$ cat src/rtl/regfile_np.sv
// regfile_np -- multi-read-port register file for the ID stage of the pipelined CPU.
//
// The storage is a DEPTH x WIDTH flop array with one synchronous write port.
// There are NUM_RD independent combinational read ports. Each read port is an
// AW-level tree of 2:1 muxes. Entry ZERO_REG, and any index >= DEPTH, always
// reads as zero. A write to either of those is dropped.
//
// Optional feature, selected by the macro REGFILE_WR_BYPASS_EN:
//   When the macro is defined, a valid write in the current cycle is forwarded
//   to every read port that addresses the same register. This lets a WB-stage
//   result reach an ID-stage read without waiting for the clock edge.
//   When the macro is undefined, reads only ever see the stored contents.
//   Storage behaviour is the same in both builds.
module regfile_np #(
    parameter int WIDTH    = 64,
    parameter int DEPTH    = 32,
    parameter int NUM_RD   = 2,
    parameter int ZERO_REG = DEPTH - 1,
    parameter int AW       = $clog2(DEPTH)
) (
    input  logic                    clk,
    input  logic                    reset,
    input  logic                    wr_en,
    input  logic [AW-1:0]           wr_addr,
    input  logic [WIDTH-1:0]        wr_data,
    input  logic [NUM_RD*AW-1:0]    rd_addr,
    output logic [NUM_RD*WIDTH-1:0] rd_data
);

    // The mux tree works on a power-of-two leaf set. Leaves above DEPTH-1 are
    // tied to zero, which gives the out-of-range read rule for free.
    localparam int NLEAF = 1 << AW;

    // ------------------------------------------------------------------
    // Elaboration-time parameter checks
    // ------------------------------------------------------------------
    if (DEPTH < 2) begin : g_bad_depth
        $error("regfile_np: DEPTH (%0d) must be at least 2", DEPTH);
    end
    if (NUM_RD < 1) begin : g_bad_num_rd
        $error("regfile_np: NUM_RD (%0d) must be at least 1", NUM_RD);
    end
    if (ZERO_REG >= DEPTH || ZERO_REG < 0) begin : g_bad_zero_reg
        $error("regfile_np: ZERO_REG (%0d) must lie in 0..DEPTH-1 (%0d)", ZERO_REG, DEPTH - 1);
    end

    // ------------------------------------------------------------------
    // Write qualification
    // ------------------------------------------------------------------
    // A write only counts when it targets a real, writable register. The
    // bypass path reuses this signal, so the two cannot disagree about which
    // writes are real.
    logic wr_hit;

    assign wr_hit = wr_en
                 && (int'(wr_addr) != ZERO_REG)
                 && (int'(wr_addr) <  DEPTH);

    // ------------------------------------------------------------------
    // Storage
    // ------------------------------------------------------------------
    logic [WIDTH-1:0] mem [DEPTH];

    // Register array update: reset clears every entry and wins over a pending write.
    always_ff @(posedge clk) begin
        if (reset) begin
            // NOTE: this is the only place that assigns sequential state. Using <=
            // makes every flop load the value it saw before the edge, so the
            // order of statements in the block does not matter.
            for (int i = 0; i < DEPTH; i++) begin
                // NOTE: the whole array is cleared because every read must return 0
                // after reset. A memory with a reset has to be built from flops,
                // not from a RAM macro.
                mem[i] <= '0;
            end
        end else if (wr_hit) begin
            mem[wr_addr] <= wr_data;
        end
    end

    // ------------------------------------------------------------------
    // Leaf vector shared by all read ports
    // ------------------------------------------------------------------
    // ZERO_REG and the padding leaves are constant zero. Because of this,
    // ZERO_REG reads as 0 even before the first reset. Its flop is never
    // written, so it also never needs a read-side mask.
    logic [WIDTH-1:0] leaf [NLEAF];

    for (genvar i = 0; i < NLEAF; i++) begin : g_leaf
        if (i < DEPTH && i != ZERO_REG) begin : g_reg
            assign leaf[i] = mem[i];
        end else begin : g_zero
            assign leaf[i] = '0;
        end
    end

    // ------------------------------------------------------------------
    // Read ports
    // ------------------------------------------------------------------
    for (genvar p = 0; p < NUM_RD; p++) begin : g_rd
        logic [AW-1:0]    addr;
        logic [WIDTH-1:0] tree [NLEAF];
        logic [WIDTH-1:0] data;

        assign addr = rd_addr[p*AW +: AW];

        // Mux tree: level l halves the candidate set using address bit l; the root ends up in tree[0].
        always_comb begin
            // NOTE: the array is fully loaded from the leaves first, so every
            // element has a value on every evaluation and no latch can be
            // inferred. It is then reduced in place: at level l, tree[j] only
            // reads tree[2j] and tree[2j+1], which have not yet been
            // overwritten during that level.
            for (int i = 0; i < NLEAF; i++) begin
                tree[i] = leaf[i];
            end
            for (int l = 0; l < AW; l++) begin
                for (int j = 0; j < (NLEAF >> (l + 1)); j++) begin
                    tree[j] = addr[l] ? tree[2*j + 1] : tree[2*j];
                end
            end
        end

`ifdef REGFILE_WR_BYPASS_EN
        // wr_hit already excludes ZERO_REG and out-of-range indices. So the
        // zero rule keeps priority over the bypass without a separate check.
        logic byp;

        assign byp  = wr_hit && !reset && (wr_addr == addr);
        assign data = byp ? wr_data : tree[0];
`else
        assign data = tree[0];
`endif

        assign rd_data[p*WIDTH +: WIDTH] = data;
    end

endmodule
$ cat config.mk
export PLATFORM = sky130hd
export DESIGN_NAME = regfile_np
export DESIGN_NICKNAME = d
export VERILOG_FILES = /design/src/rtl/regfile_np.sv
export SDC_FILE = /design/constraint.sdc
export NUM_CORES = 2
export LEC_CHECK = 0
export CELL_PAD_IN_SITES_DETAIL_PLACEMENT = 0
export CELL_PAD_IN_SITES_GLOBAL_PLACEMENT = 1
export CORE_UTILIZATION = 50
export CTS_CLUSTER_DIAMETER = 120
export CTS_CLUSTER_SIZE = 28
export DETAILED_ROUTE_END_ITERATION = 16
export GPL_TIMING_DRIVEN = 0
export HOLD_SLACK_MARGIN = 0.03
export PLACE_DENSITY_LB_ADDON = 0.1
export SLEW_MARGIN = 15
export SYNTH_ARGS = -nofsm -noshare
export SYNTH_HDL_FRONTEND = slang
export SYNTH_SLANG_ARGS = --single-unit
$ cat constraint.sdc
create_clock -name clk -period 3.9 [get_ports clk]
set_clock_uncertainty 0.2 [all_clocks]
set_input_delay 0.78 -clock clk [delete_from_list [all_inputs] [get_ports clk]]
set_output_delay 0.78 -clock clk [all_outputs]
set_load 0.01 [all_outputs]
==> impl_metrics.tcl <==
set metrics [dict create \
    drv_slew 0 \
    globalplace.congestion 0.952 \
    synth_cell_types 37 \
    routed_via_density 6.78 \
    crit_chain "buf_12 -> buf_16 -> buf_12 -> buf_16 -> buf_12 -> mux2i_1 -> o211ai_1 -> a21oi_1 -> nor4_2 -> buf_2" \
    min_period_ns 4.12 \
    final_antenna_net_count 0 \
    yosys.area.top_type "edfxtp_1" \
    synth-edff-count 1984 \
    arrival_ns 3.14 \
    syn_area_sq_um 107000 \
    hold_buffers 0 \
    tightest_slew_ns 1.31 \
    worstSetupPathType "in -> out" \
    areaGrowthSynthToFinish_pct 17.7 \
    drt_iter0_markers 11300 \
    place_ws_ns -2.99 \
    rows 169 \
    wirelength_microns 442000 \
    numCtsBuffers 81 \
    slew_headroom_pct 12.6 \
    numClockSinks 1984 \
    ys_warn_count 0 \
    critPathLaunchType "primary input" \
    grt_antenna_before_repair 44 \
    synth.avg_cell_area_sq_um 14.1 \
    setup_violations 127 \
    clockRootBuffer "clkbuf_16" \
    outcome "finished, violations left" \
    endpoint_kind "output port" \
    synth-seq-cells 1984 \
    yosys.area.top_type_share_pct 55.7 \
    rsz0062_at_grt "yes" \
    cp_slowest_stage_delay_ns 0.63 \
    fill_cells 16600 \
    synthTopCellsByCount "and2_1, edfxtp_1, mux4_2, clkbuf_1, mux2i_1" \
    vias 74700 \
    largest_register "mem" \
    largest_reg_flops 1984 \
    synthFlopType "edfxtp_1" \
    wire_per_inst_microns 40.1 \
    drive_gt1_share_pct 29.7 \
    start_util_pct 50.4 \
    io_buffers 205 \
    crit_fanout 8 \
    io_pins 210 \
    firstDrtPassIters 14 \
    hold_violations 0 \
    grt_pass1_wl_microns 594000 \
    dpl.hpwl_microns 320000 \
    layout_setup_ws_ns -0.217 \
    synth_nets 7666 \
    grt_pass1_vias 72700 \
    yosysSeqAreaShare_pct 55.7 \
    synth_cells 7584 \
    design.core.area_sq_um 212000 \
    violations "negative setup slack" \
    fin_crit_sh_pct 106 \
    cp_slowest_cell "o211ai_1" \
    clk_pin_slew_ns 0.11 \
    path_common_cell "buf_12" \
    min_path_type "in -> reg" \
    die-area_sq_um 216000 \
    htreeDepth 3 \
    p_per_area_nw_per_um2 356 \
    synthArstFlopShare_pct 0 \
    top_regs "mem x1984" \
    synth_area_leaders "edfxtp_1, mux4_2, and2_1, mux2i_1, mux2_2" \
    die_w_microns 465 \
    yosysMostFrequentCell "and2_1" \
    cts_tree "built" \
    remaining_drc_errors 0 \
    ir_drop_v 0.000450 \
    clockBufferDepth 3 \
    dieHeight_microns 465 \
    fin_nets 8218 \
    track_usage_pct 40.4 \
    fmax_mhz 243 \
    grt_max_degree 40 \
    power_mw 44.9 \
    cp.required_ns 2.92 \
    leakage_nw 44.0 \
    overflow 0 \
    cap_violations 0 \
]
==> metal layers <==
layer / global-route usage, % / wire length (microns) / vias up
met4: 24.7 / 31100 / 32
met2: 60.5 / 196000 / 5335
met1: 52.6 / 160000 / 38500
li1: - / - / 29700
met5: 0 / 208 / -
met3: 10.8 / 55400 / 1050
==> power by group <==
part	leakage [nW]	switching, mW	internal [mW]	total [mW]
combinational	24.1	4.93	3.74	8.67
sequential	18.9	0.615	24.6	25.2
clock	1.09	7.02	4.04	11.1
total	44.0	12.6	32.3	44.9
==> per-stage QoR <==
step | setup TNS [ns] | utilization [%] | instance area (sq um) | instances | hold slack, ns
after floorplan | 0 | - | 107000 | 7584 | 0.778
after global placement | -8122.98 | 53.0 | 113000 | 10600 | 1.35
after detailed placement | -2414.00 | 53.9 | 114000 | 10700 | 1.35
after CTS | -5.96 | 58.5 | 124000 | 10900 | 0.517
after global routing | -4.78 | 59.3 | 126000 | 11000 | 0.530
final | -6.34 | 59.3 | 126000 | 11000 | 0.531
==> critical path, delay by kind of cell <==
kind | cells | cell delay, ns
buffers and inverters | 6 | 1.01
AO/OA/AOI/OAI | 2 | 0.79
AND/OR/NAND/NOR | 1 | 0.39
multiplexers | 1 | 0.13
==> worst paths after layout <==
| check | from | to | slack, ns | depth (start not counted) |
|---|---|---|---|---|
| hold / removal | wr_data[5] | mem[1][5]$_SDFFCE_PN0P_ | 0.53 | 2 |
| setup / recovery | rd_addr[6] | rd_data[77] | -0.22 | 10 |
==> layout by cell type, fill, tap and decap left out, types with 130 or more instances in the layout <==
cell      instances
edfxtp_1       1984
clkbuf_1        395
buf_12          162
buf_4           168
buf_6           149
mux4_2          640
mux2_2          257
a21oi_1         130
mux2i_1         433
and2_1         1985
==> layout make-up <==
class | instances | area (sq um) | share of cell area (%)
Sequential cell | 1984 | 59600 | 47.3
Multi-Input combinational cell | 4718 | 47400 | 37.6
Timing Repair Buffer | 541 | 6900 | 5.48
Clock inverter | 6 | 81.3 | 0.0645
Antenna cell | 50 | 125 | 0.0993
Buffer | 810 | 6250 | 4.96
Tap cell | 2821 | 3530 | 2.80
Clock buffer | 85 | 2130 | 1.69
==> kinds of logic (layout without fill, tap and decap cells) <==
group	after synthesis	in the layout	share of synthesized area, %
buffers and inverters	886	1442	3.71
other	0	50	0
AOI/OAI and AO/OA	910	910	5.83
muxes	1458	1458	21.5
DFF	1984	1984	55.7
and+or+nand+nor	2346	2350	13.3
==> what timing repair did <==
action	4_1_cts	5_1_grt
setup endpoints to repair	830	145
pin swaps	243	113
buffers inserted	169	90
resized for setup	2073	293
cloned	22	8
Note: power is estimated with default switching activity, not from simulation.
